File: src/rtl/fpu_issue_pkg.sv
// Shared types, encodings and helpers for the FP issue queue.
package fpu_issue_pkg;

  typedef enum logic [2:0] {
    RM_RNE = 3'b000,
    RM_RTZ = 3'b001,
    RM_RDN = 3'b010,
    RM_RUP = 3'b011,
    RM_RMM = 3'b100,
    RM_DYN = 3'b111
  } rm_e;

  typedef enum logic {
    ST_IDLE = 1'b0,
    ST_WAIT = 1'b1
  } issue_state_e;

  // Flag vector layout is {NV,DZ,OF,UF,NX}
  localparam int unsigned FLAG_NV = 4;
  localparam int unsigned FLAG_DZ = 3;
  localparam int unsigned FLAG_OF = 2;
  localparam int unsigned FLAG_UF = 1;
  localparam int unsigned FLAG_NX = 0;

  localparam logic [31:0] CANON_NAN     = 32'h7FC0_0000;
  localparam logic [4:0]  INVALID_FLAGS = 5'(1 << FLAG_NV);

  function automatic logic rm_is_legal(input logic [2:0] rm);
    return (rm <= 3'(RM_RMM));
  endfunction

endpackage

File: src/rtl/fpu_issue_queue_sync_fifo.sv
// Show-ahead synchronous FIFO; head is visible the cycle after it is written.
// Pointers carry an extra MSB so full/empty fall out of the difference; DEPTH must be a power of 2.
module sync_fifo #(
  parameter int unsigned WIDTH = 8,
  parameter int unsigned DEPTH = 4
) (
  input  logic                     clk_i,
  input  logic                     rst_i,
  input  logic                     push_i,
  input  logic [WIDTH-1:0]         wdata_i,
  input  logic                     pop_i,
  output logic [WIDTH-1:0]         rdata_o,
  output logic                     full_o,
  output logic                     empty_o,
  output logic [$clog2(DEPTH):0]   count_o
);

  localparam int unsigned AW = $clog2(DEPTH);
  localparam logic [AW:0] FULL_CNT = (AW+1)'(DEPTH);

  logic [WIDTH-1:0] mem_q [DEPTH];
  logic [AW:0]      wr_ptr_q, wr_ptr_d;
  logic [AW:0]      rd_ptr_q, rd_ptr_d;
  logic             do_push, do_pop;

  assign count_o = wr_ptr_q - rd_ptr_q;
  assign full_o  = (count_o == FULL_CNT);
  assign empty_o = (count_o == '0);
  assign do_push = push_i && !full_o;
  assign do_pop  = pop_i && !empty_o;

  assign wr_ptr_d = do_push ? wr_ptr_q + 1'b1 : wr_ptr_q;
  assign rd_ptr_d = do_pop  ? rd_ptr_q + 1'b1 : rd_ptr_q;

  always_ff @(posedge clk_i) begin
    if (rst_i) begin
      wr_ptr_q <= '0;
      rd_ptr_q <= '0;
    end else begin
      wr_ptr_q <= wr_ptr_d;
      rd_ptr_q <= rd_ptr_d;
    end
  end

  always_ff @(posedge clk_i) begin
    if (do_push) mem_q[wr_ptr_q[AW-1:0]] <= wdata_i;
  end

  // Empty reads as zero so downstream data outputs are clean after reset.
  assign rdata_o = empty_o ? '0 : mem_q[rd_ptr_q[AW-1:0]];

endmodule

File: src/rtl/fpu_issue_queue.sv
// Tagged FP request queue feeding the APU req/gnt port, with credit-limited issue and an in-order result buffer.
// Enqueue-to-request latency 1 cycle; rvalid-to-out_valid 1 cycle; out_ready stalls free credits, a full queue drops in_ready.
module fpu_issue_queue
  import fpu_issue_pkg::*;
#(
  parameter int unsigned FLEN            = 32,
  parameter int unsigned DEPTH           = 4,
  parameter int unsigned MAX_OUTSTANDING = 2,
  parameter int unsigned TAG_W           = 4
) (
  input  logic                     clk_i,
  input  logic                     rst_i,
  input  logic                     in_valid_i,
  output logic                     in_ready_o,
  input  logic [FLEN-1:0]          in_op_a_i,
  input  logic [FLEN-1:0]          in_op_b_i,
  input  logic [FLEN-1:0]          in_op_c_i,
  input  logic [4:0]               in_op_i,
  input  logic [2:0]               in_rm_i,
  input  logic [TAG_W-1:0]         in_tag_i,
  input  logic [2:0]               frm_i,
  output logic                     fpu_req_o,
  input  logic                     fpu_gnt_i,
  output logic [3*FLEN-1:0]        fpu_operands_o,
  output logic [4:0]               fpu_op_o,
  output logic [2:0]               fpu_rm_o,
  input  logic                     fpu_rvalid_i,
  input  logic [FLEN-1:0]          fpu_rdata_i,
  input  logic [4:0]               fpu_rflags_i,
  output logic                     out_valid_o,
  input  logic                     out_ready_i,
  output logic [FLEN-1:0]          out_data_o,
  output logic [4:0]               out_flags_o,
  output logic [TAG_W-1:0]         out_tag_o,
  output logic [$clog2(DEPTH):0]   count_o
);

  // Credits bound occupancy to MAX_OUTSTANDING, so rounding the buffers up to a power of 2 is safe.
  localparam int unsigned RES_DEPTH = (MAX_OUTSTANDING < 2) ? 2 : (1 << $clog2(MAX_OUTSTANDING));
  localparam int unsigned RES_CNT_W = $clog2(RES_DEPTH) + 1;

  typedef struct packed {
    logic [FLEN-1:0]  a;
    logic [FLEN-1:0]  b;
    logic [FLEN-1:0]  c;
    logic [4:0]       op;
    logic [2:0]       rm;
    logic             illegal;
    logic [TAG_W-1:0] tag;
  } req_entry_t;

  typedef struct packed {
    logic [FLEN-1:0]  data;
    logic [4:0]       flags;
    logic [TAG_W-1:0] tag;
  } res_entry_t;

  req_entry_t           enq_entry, head;
  res_entry_t           res_wdata, res_head;
  logic                 q_full, q_empty, q_pop;
  logic                 tag_full, tag_empty;
  logic [TAG_W-1:0]     tag_head;
  logic [RES_CNT_W-1:0] in_flight, res_count;
  logic                 res_full, res_empty, res_push, res_pop;
  logic                 credit_ok, head_ok, accept, ill_pop, rv_take;
  logic [2:0]           rm_res;
  issue_state_e         state_q, state_d;

  assign rm_res    = (in_rm_i == 3'(RM_DYN)) ? frm_i : in_rm_i;
  assign enq_entry = '{a: in_op_a_i, b: in_op_b_i, c: in_op_c_i, op: in_op_i,
                       rm: rm_res, illegal: !rm_is_legal(rm_res), tag: in_tag_i};
  assign in_ready_o = !q_full;

  sync_fifo #(.WIDTH($bits(req_entry_t)), .DEPTH(DEPTH)) u_req_q (
    .clk_i, .rst_i,
    .push_i (in_valid_i && !q_full), .wdata_i(enq_entry),
    .pop_i  (q_pop), .rdata_o(head),
    .full_o (q_full), .empty_o(q_empty), .count_o(count_o)
  );

  // The tag FIFO occupancy is the in-flight count.
  sync_fifo #(.WIDTH(TAG_W), .DEPTH(RES_DEPTH)) u_tag_q (
    .clk_i, .rst_i,
    .push_i (accept), .wdata_i(head.tag),
    .pop_i  (rv_take), .rdata_o(tag_head),
    .full_o (tag_full), .empty_o(tag_empty), .count_o(in_flight)
  );

  sync_fifo #(.WIDTH($bits(res_entry_t)), .DEPTH(RES_DEPTH)) u_res_q (
    .clk_i, .rst_i,
    .push_i (res_push), .wdata_i(res_wdata),
    .pop_i  (res_pop), .rdata_o(res_head),
    .full_o (res_full), .empty_o(res_empty), .count_o(res_count)
  );

  assign credit_ok = (32'(in_flight) + 32'(res_count)) < 32'(MAX_OUTSTANDING);
  assign head_ok   = !q_empty && !head.illegal && credit_ok;

  always_comb begin
    state_d   = state_q;
    fpu_req_o = 1'b0;
    case (state_q)
      ST_IDLE: if (head_ok) begin
        fpu_req_o = 1'b1;
        state_d   = ST_WAIT;
      end
      ST_WAIT: if (head_ok) fpu_req_o = 1'b1;
               else         state_d   = ST_IDLE;
      default: state_d = ST_IDLE;
    endcase
  end

  always_ff @(posedge clk_i) begin
    if (rst_i) state_q <= ST_IDLE;
    else       state_q <= state_d;
  end

  // An illegal head retires only once the pipe is drained, which keeps results in order.
  assign ill_pop = (state_q == ST_IDLE) && !q_empty && head.illegal && tag_empty && credit_ok;
  assign accept  = fpu_req_o && fpu_gnt_i;
  assign q_pop   = accept || ill_pop;
  assign rv_take = fpu_rvalid_i && !tag_empty;

  always_comb begin
    res_wdata = '{data: fpu_rdata_i, flags: fpu_rflags_i, tag: tag_head};
    if (ill_pop) res_wdata = '{data: FLEN'(CANON_NAN), flags: INVALID_FLAGS, tag: head.tag};
  end

  assign res_push = rv_take || ill_pop;
  assign res_pop  = out_valid_o && out_ready_i;

  assign fpu_operands_o = fpu_req_o ? {head.c, head.b, head.a} : '0;
  assign fpu_op_o       = fpu_req_o ? head.op : '0;
  assign fpu_rm_o       = fpu_req_o ? head.rm : '0;

  assign out_valid_o = !res_empty;
  assign out_data_o  = res_head.data;
  assign out_flags_o = res_head.flags;
  assign out_tag_o   = res_head.tag;

  a_rvalid_has_tag: assert property (@(posedge clk_i) disable iff (rst_i) fpu_rvalid_i |-> !tag_empty);
  a_tag_room:       assert property (@(posedge clk_i) disable iff (rst_i) accept |-> !tag_full);
  a_res_room:       assert property (@(posedge clk_i) disable iff (rst_i) res_push |-> !res_full);

endmodule

File: config.mk
export PLATFORM = sky130hd
export DESIGN_NAME = fpu_issue_queue
export DESIGN_NICKNAME = d
export VERILOG_FILES = /design/src/rtl/fpu_issue_pkg.sv /design/src/rtl/fpu_issue_queue_sync_fifo.sv /design/src/rtl/fpu_issue_queue.sv
export SDC_FILE = /design/constraint.sdc
export NUM_CORES = 1
export LEC_CHECK = 0
export BUFFER_PORTS_ARGS = -buffer_cell sky130_fd_sc_hd__buf_2
export CAP_MARGIN = 10
export CORE_MARGIN = 5
export CORE_UTILIZATION = 40
export DETAILED_ROUTE_END_ITERATION = 6
export PLACE_DENSITY = 0.64
export SLEW_MARGIN = 30
export SYNTH_ARGS = -nofsm -noshare
export SYNTH_HDL_FRONTEND = slang
export SYNTH_SLANG_ARGS = --single-unit
File: constraint.sdc
create_clock -name clk_i -period 6.3 [get_ports clk_i]
set_input_delay 0.315 -clock clk_i [delete_from_list [all_inputs] [get_ports clk_i]]
set_output_delay 0.315 -clock clk_i [all_outputs]
set_load 0.02 [all_outputs]
==> results of run 1 <==
metal layers:
| layer | share of wire [%] | up-vias | global-route usage, % |
|---|---|---|---|
| li1 | - | 5064 | - |
| met1 | 43 | 5576 | 20.8 |
| met2 | 48 | 358 | 24.6 |
| met3 | 6.9 | 60 | 3.21 |
| met4 | 1.7 | 2 | 3.78 |
| met5 | 0.030 | - | 0 |
kinds of logic after synthesis:
kind of cell               synth area share, %
AOI/OAI and AO/OA                        0.961
xor gates and xnor gates                 0.566
adders and majority gates                0.661
buffers and inverters                     1.33
DFF                                       76.3
muxes                                     14.1
and+or+nand+nor                           6.18
final cells by class:
class	instances	area (sq um)
timing repair buffer	441	2890
clock buffer	72	1440
tap	688	861
inverter	16	62.6
clock inverter	25	214
multi-input combinational	444	4790
fill	4338	26100
antenna	6	15.0
sequential	545	16200
worst register-to-register path: stages, from the launching register on:
cell and delay, ps:
dfxtp_1 420, inv_1 150, ha_1 210, xnor3_1 210
inv_1 170, fa_1 440, or2_2 320, a31oi_1 260
nand2_1 80, buf_4 270, a211oi_4 230, buf_4 500
placed cells by master, fill, tap and decap left out, types with 5 or more instances in the layout:
master	netlist	final
buf_4	1	15
inv_6	0	5
clkinv_2	0	9
dfxtp_1	19	16
mux2i_1	47	47
nand2_1	8	8
nand2b_1	12	12
nor2_1	64	63
dlygate4sd3_1	0	119
and2_1	30	27
edfxtp_1	526	526
clkbuf_16	0	55
buf_2	5	304
inv_1	16	15
clkinv_1	0	7
ha_1	8	8
nor2b_1	111	111
mux4_2	109	109
o21a_1	5	5
diode_2	0	6
clkbuf_1	41	17
state kept, by name (all words and copies together) (netlist names), named ones only:
| name | count |
|---|---|
| u_res_q.rd_ptr_q | 2 |
| u_tag_q.mem_q | 8 |
| u_tag_q.rd_ptr_q | 2 |
| u_res_q.wr_ptr_q | 2 |
| u_req_q.mem_q | 436 |
| state_q | 1 |
| u_res_q.mem_q | 82 |
| u_tag_q.wr_ptr_q | 2 |
| u_req_q.wr_ptr_q | 3 |
| u_req_q.rd_ptr_q | 3 |
timing repair:
item,4_1_cts,5_1_grt
hold buffers,119,0
endpoints found under the setup margin,0,0
hold endpoints to repair,448,0
resized for setup,0,0
synthesized netlist by cell type (all sizes together):
library cell  number
edfxtp           526
nor2b            111
mux4             109
nor2              64
mux2i             47
clkbuf            42
and2              30
dfxtp             19
inv               16
nand2b            12
buf               10
ha                 8
nand2              8
mux2               5
o21a               5
nor3               4
o211ai             4
o2bb2ai            4
xor2               4
a211oi             3
nand3              3
o21ai              3
xnor3              3
fa                 2
nand4              2
xnor2              2
a21boi             1
a21oi              1
a311o              1
a31o               1
a31oi              1
a41oi              1
nand4b             1
nor4b              1
o2111ai            1
o311ai             1
or2                1
per-stage QoR:
stage / utilization [%] / cell area [sq um]
2_1_floorplan: - / 21200
3_3_place_gp: 44.9 / 23600
3_5_place_dp: 44.9 / 23600
4_1_cts: 50.3 / 26400
5_1_grt: 50.3 / 26500
6_report: 50.4 / 26500
final timing paths:
| path | startpoint | endpoint | slack [ps] | depth (start not counted) |
|---|---|---|---|---|
| worst max-delay path | u_res_q.wr_ptr_q[0] | fpu_op_o[2] | 2090 | 10 |
| worst min register to register | u_res_q.rd_ptr_q[1] | u_res_q.rd_ptr_q[1] | 520 | 2 |
| worst min-delay path | fpu_rdata_i[2] | u_res_q.mem_q[0][11] | 50 | 2 |
| worst max register to register | u_res_q.wr_ptr_q[0] | u_res_q.mem_q[0][20] | 2620 | 11 |
power by group through the flow:
| stage | clock network [mW] | logic [mW] | registers (mW) |
|---|---|---|---|
| detailed placement | 0 | 4.69 | 5.06 |
| CTS | 3.11 | 4.77 | 4.99 |
| floorplan | 0 | 3.12 | 5.03 |
| global route | 3.26 | 5.08 | 5.04 |
| finish | 3.02 | 4.67 | 4.98 |
| global placement | 0 | 4.63 | 5.03 |
==> metrics.md, run 1 <==
| Metric | Value |
|---|---|
| Status | `completed` |
| Setup bufs post-CTS | `0` |
| FF+latch count, synth | `545` |
| CP max-delay cell | `a311o_2` |
| Placed insts | `2015` |
| CTS H-Tree Depth | `2` |
| Final Slew Violations | `0` |
| Mapped Cells | `1057` |
| 1st-iter DRT viols | `755` |
| Clock Power Share | `23.8%` |
| Int Pwr | `8.18 mW` |
| Final Net Count | `1667` |
| Die H | `240 um` |
| Sequential share of power | `39.3%` |
| Critical path class | `reg2out` |
| Placeable Area | `0.0526 sq mm` |
| CTS Buffer Depth | `3` |
| Die area | `0.0577 sq mm` |
| Global route overflow | `0` |
| DR WL/cell | `19.5 um` |
| GRT Total Usage | `15.0%` |
| P_leak | `9.25 nW` |
| CP max stage delay | `610 ps` |
| Delay-heaviest family, CP | `buffers and inverters` |
| Initial core utilization | `40.4%` |
| Layout cells sized above 1 | `33.8%` |
| Dpl ws | `2660 ps` |
| Syn_nets | `1221` |
| Post-Layout Cell Count | `2237` |
| Buffers plus inverters on the worst setup path | `4` |
| CP Cell Sequence | `inv_1, ha_1, xnor3_1, inv_1, fa_1, or2_2, a311o_2, buf_12, nor2b_1, buf_2` |
| Avg Cell Area, Syn | `20.1 sq um` |
| Maximum vdd drop | `0.000363 V` |
| Post-synth design cell area | `0.0212 sq mm` |
| Worst rel slew slack | `44.3%` |
| Tot Pwr | `12.7 mW` |
| RSZ-0062 raised after global routing | `no` |
| Post-synthesis sequential area ratio | `76.3%` |
| Global-route wire length before repair | `67800 um` |
| Root Driver | `clkbuf_16` |
| CTS tree | `done` |
| Routed Antenna Nets | `0` |
| Switching pwr | `4.49 mW` |
| Clock Pin Slew Worst Setup and Hold Paths | `60 ps` |
| Yosys warns | `0` |
| Final worst slack | `2090 ps` |
| Worst Path Arrival | `3900 ps` |
| Worst-margin pin slew | `826 ps` |
| Synth cell types | `43` |
| Yosys top cell by area | `edfxtp_1` |
| Initial antenna violation count | `7` |
| Sw Share | `35.4%` |
| Post-synth top area share | `74.5%` |
| Number of global-route vias before repair | `11900` |
| Dpl hpwl | `26900 um` |
| Final Critical Period | `4210 ps` |
| Top cells by area, synth | `edfxtp_1 (74%), mux4_2 (12%), nor2b_1 (3.3%), mux2i_1 (2.2%), dfxtp_1 (1.8%)` |
| CP Max Fanout | `74` |
| Crit share post-route | `66.9%` |
| Routed WL | `43700 um` |
| Maxcap violations | `0` |
| Num CTS Buffers | `55` |
| Std-Cell Rows | `84` |
| Worst Path Required | `5980 ps` |
| GP Congestion | `0.768` |
| PortBufs | `304` |
| Worst path most repeated cell | `inv_1` |
| Hold slack | `49.2 ps` |
| Sum Neg Setup Slack | `0 ps` |
| Fmax | `237 MHz` |
| First-pass iteration count of the detailed router | `5` |
| Avg Vias per Cell | `4.94` |
| Worst-Skew Late Latency | `590 ps` |
| Hold Path Class | `in2reg` |
| Final setup vio count | `0` |
| Largest net degree at the start of global routing | `82` |
| CTS sink cnt | `545` |
| Logic pwr share | `36.9%` |
| DRC Markers | `0` |
| Vias | `11100` |
| Critical Path Start Type | `flip-flop` |
| Pwr Density | `479 mW/mm^2` |
| Die X | `240 um` |
| Final hold vios | `0` |
| Worst Skew | `16.4 ps` |
| Critical Path Sink Type | `output port` |
| Ports | `305` |
| Area Growth Syn to Fin | `24.7%` |
No activity file was read; power rests on OpenSTA's default activity.
==> inputs of run 2 (changes only) <==
--- a/config.mk
+++ b/config.mk
@@ -10,7 +10,7 @@
 export CORE_MARGIN = 5
 export CORE_UTILIZATION = 40
 export DETAILED_ROUTE_END_ITERATION = 6
-export PLACE_DENSITY = 0.64
+export PLACE_DENSITY = 0.66
 export SLEW_MARGIN = 30
 export SYNTH_ARGS = -nofsm -noshare
 export SYNTH_HDL_FRONTEND = slang
==> constraint.sdc (replaced) <==
create_clock -name clk_i -period 3.8 [get_ports clk_i]
set_input_delay 0.19 -clock clk_i [delete_from_list [all_inputs] [get_ports clk_i]]
set_output_delay 0.19 -clock clk_i [all_outputs]
set_load 0.02 [all_outputs]
==> run 2 against run 1 <==
Sequential power up 66%. Utilization is 0.85 points higher. Combinational power rose by 70%. Final area is 1.7% higher. Final cell count increased by 1.5%. Flip-flop and latch count unchanged. Total power is 67% higher. Worst setup slack got worse by 1900 ps. Critical endpoint is now fpu_operands_o[51]. Largest power group unchanged.
==> metrics.md, run 2 (synthesis gave the netlist of run 1 again) <==
| Metric | Value |
|---|---|
| Status | `completed (unchanged)` |
| Layout Cell Area excl Fill | `0.0269 sq mm (was 0.0265 sq mm)` |
| Final hold vios | `0 (unchanged)` |
| Clock Power Share | `23.6% (was 23.8%)` |
| Int Pwr | `13.7 mW (was 8.18 mW)` |
| Avg Vias per Cell | `4.96 (was 4.94)` |
| Setup crit start | `u_res_q.wr_ptr_q[0] (unchanged)` |
| Reg2reg start | `u_res_q.wr_ptr_q[0] (unchanged)` |
| Hold path start | `in_rm_i[0] (was fpu_rdata_i[2])` |
| Area post-placement | `0.0237 sq mm (was 0.0236 sq mm)` |
| Number of global-route vias before repair | `12000 (was 11900)` |
| Post-Layout Cell Count | `2270 (was 2237)` |
| Most frequent cells in the layout | `edfxtp_1 (526), buf_2 (304), dlygate4sd3_1 (147), mux4_2 (109), nor2b_1 (105) (was edfxtp_1 (526), buf_2 (304), dlygate4sd3_1 (119), nor2b_1 (111), mux4_2 (109))` |
| Clock Pin Slew Worst Setup and Hold Paths | `60 ps (about the same)` |
| CTS sink cnt | `545 (unchanged)` |
| Logic pwr share | `37.5% (was 36.9%)` |
| GRT Total Usage | `15.2% (was 15.0%)` |
| Num CTS Buffers | `55 (unchanged)` |
| Worst Reg2Reg Path Length in Cells | `11 (unchanged)` |
| CP max-delay cell | `fa_1 (was a311o_2)` |
| Worst R2R End | `u_tag_q.wr_ptr_q[1] (was u_res_q.mem_q[0][20])` |
| Worst-Skew Late Latency | `600 ps (was 590 ps)` |
| Worst Path Arrival | `3390 ps (was 3900 ps)` |
| Placed insts | `2018 (was 2015)` |
| Worst Path Required | `3610 ps (was 5980 ps)` |
| Area Growth Syn to Fin | `26.9% (was 24.7%)` |
| P_leak | `9.40 nW (was 9.25 nW)` |
| DRC Markers | `0 (unchanged)` |
| CTS Buffer Depth | `3 (unchanged)` |
| Crit share post-route | `94.3%` |
| Largest register FFs | `436 (unchanged)` |
| Maximum vdd drop | `0.000541 V (was 0.000363 V)` |
| 1st-iter DRT viols | `627 (was 755)` |
| Critical path class | `reg2out (unchanged)` |
| Final Slew Violations | `0 (unchanged)` |
| Final Critical Period | `3580 ps` |
| CP Max Fanout | `60 (was 74)` |
| Routed Antenna Nets | `0 (unchanged)` |
| Ports | `305 (unchanged)` |
| CTS tree | `done (unchanged)` |
| Worst Skew | `26.7 ps (was 16.4 ps)` |
| Worst path most repeated cell | `inv_2 (was inv_1)` |
| Fmax | `279 MHz` |
| Global-route wire length before repair | `68400 um (was 67800 um)` |
| Worst rel slew slack | `43.9% (was 44.3%)` |
| First-pass iteration count of the detailed router | `5 (unchanged)` |
| Initial antenna violation count | `5 (was 7)` |
| RSZ-0062 raised after global routing | `no (unchanged)` |
| Global route overflow | `0 (unchanged)` |
| GP Congestion | `0.737 (was 0.768)` |
| Layout cells sized above 1 | `33.9% (was 33.8%)` |
| Die H | `240 um (unchanged)` |
| Dpl ws | `297 ps (was 2660 ps)` |
| Most common cell after layout, fill and taps aside | `edfxtp_1 (unchanged)` |
| Setup slack, reg-to-reg | `400 ps (was 2620 ps)` |
| Hold path cells | `2 (unchanged)` |
| Sum Neg Setup Slack | `0 ps (unchanged)` |
| Sw Share | `35.6% (was 35.4%)` |
| Switching pwr | `7.55 mW (was 4.49 mW)` |
| CTS H-Tree Depth | `2 (unchanged)` |
| Pwr Density | `788 mW/mm^2 (was 479 mW/mm^2)` |
| Worst-margin pin slew | `841 ps (was 826 ps)` |
| Vias | `11300 (was 11100)` |
| Std-Cell Rows | `84 (unchanged)` |
| Die X | `240 um (unchanged)` |
| Placeable Area | `0.0526 sq mm (unchanged)` |
| Final setup vio count | `0 (unchanged)` |
| Tot Pwr | `21.2 mW (was 12.7 mW)` |
| Maxcap violations | `0 (unchanged)` |
| CP max stage delay | `420 ps (was 610 ps)` |
| Largest net degree at the start of global routing | `109 (was 82)` |
| Critical Path Sink Type | `output port (unchanged)` |
| Hold Path Class | `in2reg (unchanged)` |
| Critical Path Start Type | `flip-flop (unchanged)` |
| Die area | `0.0577 sq mm (unchanged)` |
| Initial core utilization | `40.4% (unchanged)` |
| Routed WL | `44800 um (was 43700 um)` |
| Utilization after layout | `51.2% (was 50.4%)` |
| Hold Path End | `u_req_q.mem_q[2][5] (was u_res_q.mem_q[0][11])` |
| DR WL/cell | `19.7 um (was 19.5 um)` |
| Final Net Count | `1700 (was 1667)` |
| PortBufs | `304 (unchanged)` |
| Root Driver | `clkbuf_16 (unchanged)` |
| CP Cell Sequence | `inv_2, ha_1, xnor3_1, inv_2, fa_1, or2_2, a311o_2, buf_12, nor2b_1, buf_2 (was inv_1, ha_1, xnor3_1, inv_1, fa_1, or2_2, a311o_2, buf_12, nor2b_1, buf_2)` |
| Sequential share of power | `38.9% (was 39.3%)` |
| Dpl hpwl | `26300 um (was 26900 um)` |
| Hold slack | `113 ps (was 49.2 ps)` |
| Final worst slack | `216 ps (was 2090 ps)` |
run 2: changes by cell type in the layout (fill, tap and decap cells not counted), sizes merged:
cell / delta
clkinv: +7
dlygate4sd3: +28
buf: +5
bufinv: -1
clkbuf: -2
clkinvlp: +4
inv: -5
diode: -3
run 2: area by class of cell:
type                       instances  area, sq um
tap                              688          861
timing repair buffer             474         3320
inverter                          16         63.8
multi-input combinational        444         4810
clock inverter                    30          206
antenna                            3         7.51
clock buffer                      70         1450
fill                            4252        25600
sequential                       545        16200
run 2: power groups by stage:
stage / combinational [mW] / clock (mW) / sequential, mW
after global placement: 7.81 / 0 / 8.33
final: 7.96 / 5.00 / 8.25
after global routing: 8.60 / 5.40 / 8.33
after CTS: 8.11 / 5.15 / 8.26
after detailed placement: 7.88 / 0 / 8.38
after floorplan: 5.23 / 0 / 8.27
run 2: how the worst max path moves through the flow:
| stage | to | slack [ps] |
|---|---|---|
| 2_1_floorplan | u_res_q.mem_q[0][0] | -40 |
| 3_3_place_gp | fpu_operands_o[76] | 390 |
| 3_5_place_dp | fpu_operands_o[76] | 300 |
| 4_1_cts | fpu_operands_o[0] | 30 |
| 5_1_grt | fpu_operands_o[94] | 20 |
| 6_report | fpu_operands_o[51] | 220 |
run 2: repair_timing:
| item | 4_1_cts | 5_1_grt |
|---|---|---|
| pin swaps | 1 | 0 |
| resized for setup | 7 | 4 |
| endpoints found under the hold margin | 503 | 0 |
| endpoints found under the setup margin | 99 | 39 |
| hold buffers | 147 | 0 |
| setup buffers | 3 | 0 |
run 2: worst max-delay path, delay by kind of cell, from the launching register on:
| family | cells | cell delay, ps |
|---|---|---|
| compound gates | 1 | 380 |
| buf+inv | 4 | 560 |
| simple gates | 2 | 540 |
| fa+ha+maj | 2 | 610 |
| flops | 1 | 380 |
| xor+xnor | 1 | 260 |
run 2: routing by layer:
metal  routed length (um)  up-vias  track usage (%)
met3                 2610       61             3.36
met5                   18        -                0
li1                     -     5131                -
met2                22300      342             25.7
met4                  690        4             3.13
met1                19200     5724             20.7
==> inputs of run 3 (changes only) <==
--- a/config.mk
+++ b/config.mk
@@ -11,6 +11,7 @@
 export CORE_UTILIZATION = 40
 export DETAILED_ROUTE_END_ITERATION = 6
 export PLACE_DENSITY = 0.66
+export REMOVE_ABC_BUFFERS = 1
 export SLEW_MARGIN = 30
 export SYNTH_ARGS = -nofsm -noshare
 export SYNTH_HDL_FRONTEND = slang
==> run 3 against run 2 <==
Final area is 0.84% higher. Via count about the same. Register-to-register slack better by 220 ps. Final cell count up 0.35%. Clock-buffer cell count up 2. Clock skew shrank 11 ps. Critical path type unchanged.
==> metrics.md, run 3 (synthesis gave the netlist of run 1 again) <==
| Metric | Value |
|---|---|
| First-pass iteration count of the detailed router | `5 (unchanged)` |
| Worst-Skew Late Latency | `590 ps (was 600 ps)` |
| Worst rel slew slack | `41.9% (was 43.9%)` |
| Maximum vdd drop | `0.000569 V (was 0.000541 V)` |
| Final setup vio count | `0 (unchanged)` |
| Avg Vias per Cell | `4.94 (was 4.96)` |
| Final Slew Violations | `0 (unchanged)` |
| Hold Path Class | `in2reg (unchanged)` |
| Critical Path Sink Type | `output port (unchanged)` |
| GP Congestion | `0.762 (was 0.737)` |
| Worst-margin pin slew | `871 ps (was 841 ps)` |
| Clock Pin Slew Worst Setup and Hold Paths | `60 ps (about the same)` |
| Ports | `305 (unchanged)` |
| Fmax | `275 MHz (was 279 MHz)` |
| Multi-input logic area | `0.00484 sq mm (was 0.00481 sq mm)` |
| Most frequent cells in the layout | `edfxtp_1 (526), buf_2 (304), dlygate4sd3_1 (148), mux4_2 (109), nor2b_1 (98) (was edfxtp_1 (526), buf_2 (304), dlygate4sd3_1 (147), mux4_2 (109), nor2b_1 (105))` |
| Number of global-route vias before repair | `11900 (was 12000)` |
| Dpl hpwl | `27200 um (was 26300 um)` |
| Worst Path Arrival | `3440 ps (was 3390 ps)` |
| CTS H-Tree Depth | `2 (unchanged)` |
| Routed Antenna Nets | `0 (unchanged)` |
| Tot Pwr | `21.5 mW (was 21.2 mW)` |
| Placeable Area | `0.0526 sq mm (unchanged)` |
| Filler cell count | `4235 (was 4252)` |
| Routed WL | `44600 um (was 44800 um)` |
| Reg area | `0.0162 sq mm (unchanged)` |
| Worst Skew | `16.1 ps (was 26.7 ps)` |
| Initial core utilization | `40.4% (unchanged)` |
| Final Critical Period | `3630 ps (was 3580 ps)` |
| RSZ-0062 raised after global routing | `yes (was no)` |
| CP Max Fanout | `71 (was 60)` |
| Final hold vios | `0 (unchanged)` |
| Die X | `240 um (unchanged)` |
| Initial antenna violation count | `8 (was 5)` |
| Hold slack | `37.3 ps (was 113 ps)` |
| P_leak | `9.52 nW (was 9.40 nW)` |
| Critical path class | `reg2out (unchanged)` |
| Die H | `240 um (unchanged)` |
| DR WL/cell | `19.6 um (was 19.7 um)` |
| Root Driver | `clkbuf_16 (unchanged)` |
| Num CTS Buffers | `54 (was 55)` |
| Setup slack, reg-to-reg | `620 ps (was 400 ps)` |
| Vias | `11300 (about the same)` |
| Status | `completed (unchanged)` |
| Die area | `0.0577 sq mm (unchanged)` |
| DRC Markers | `0 (unchanged)` |
| Worst Path Required | `3610 ps (about the same)` |
| Final Net Count | `1704 (was 1700)` |
| Most common cell after layout, fill and taps aside | `edfxtp_1 (unchanged)` |
| GRT Total Usage | `15.1% (was 15.2%)` |
| Maxcap violations | `0 (unchanged)` |
| Largest net degree at the start of global routing | `109 (unchanged)` |
| Largest register FFs | `436 (unchanged)` |
| CTS sink cnt | `545 (unchanged)` |
| Global-route wire length before repair | `68300 um (was 68400 um)` |
| Critical Path Start Type | `flip-flop (unchanged)` |
| Pwr Density | `793 mW/mm^2 (was 788 mW/mm^2)` |
| Global route overflow | `0 (unchanged)` |
| PortBufs | `304 (unchanged)` |
| CTS Buffer Depth | `3 (unchanged)` |
| Layout cells sized above 1 | `34.8% (was 33.9%)` |
| Crit share post-route | `95.6% (was 94.3%)` |
| Utilization after layout | `51.6% (was 51.2%)` |
| Std-Cell Rows | `84 (unchanged)` |
| Area Growth Syn to Fin | `27.9% (was 26.9%)` |
| 1st-iter DRT viols | `741 (was 627)` |
| CTS tree | `done (unchanged)` |
[run 3: worst paths after layout]
check,from,endpoint,depth (start not counted)
max,u_res_q.wr_ptr_q[0],fpu_operands_o[34],10
max reg2reg,u_res_q.wr_ptr_q[0],u_tag_q.mem_q[0][1],9
min reg2reg,u_req_q.wr_ptr_q[2],u_req_q.wr_ptr_q[2],2
min,frm_i[0],u_req_q.mem_q[0][5],2
[run 3: cell type report]
cell class	count	area share [%]
sequential	545	59.6
multi-input combinational	444	17.8
timing repair buffer	479	12.5
clock buffer	72	5.34
tap	688	3.17
clock inverter	29	1.19
inverter	16	0.231
antenna	5	0.0461
[run 3: stage by stage]
step / instance area, sq um / TNS, ps / setup slack, ps / std cells
5_1_grt: 27100 / -26.2 / -10.3 / 2278
3_5_place_dp: 23800 / 0 / 199 / 2021
3_3_place_gp: 23800 / 0 / 303 / 2021
6_report: 27100 / 0 / 169 / 2278
4_1_cts: 27100 / 0 / 25.7 / 2270
2_1_floorplan: 21000 / -1463630 / -5770 / 1005
[run 3: worst max-delay path, stage by stage (launching register included)]
cell	delay, ps
dfxtp_2	380
inv_2	90
ha_1	190
xnor3_1	280
inv_2	80
fa_1	430
or2_2	330
a311o_2	390
buf_12	200
nor2b_1	200
buf_2	190
[run 3: what timing repair did]
action,CTS,global route
endpoints found under the hold margin,507,0
setup endpoints to repair,105,105
buffers inserted,0,2
pin swaps,0,1
resized for setup,22,4
hold buffers,148,0
[run 3: routing by layer]
metal | routed length (um) | global-route usage [%] | share of wire, %
met1 | 19300 | 21.2 | 43
met2 | 21200 | 24.3 | 48
met3 | 3210 | 3.68 | 7.2
met4 | 828 | 3.65 | 1.9
met5 | 27 | 0 | 0.061
[run 3: report_power, final]
part | total [mW] | internal, mW | switching (mW)
Sequential | 8.25 | 7.95 | 0.308
Combinational | 8.03 | 2.93 | 5.09
Clock | 5.23 | 3.04 | 2.19
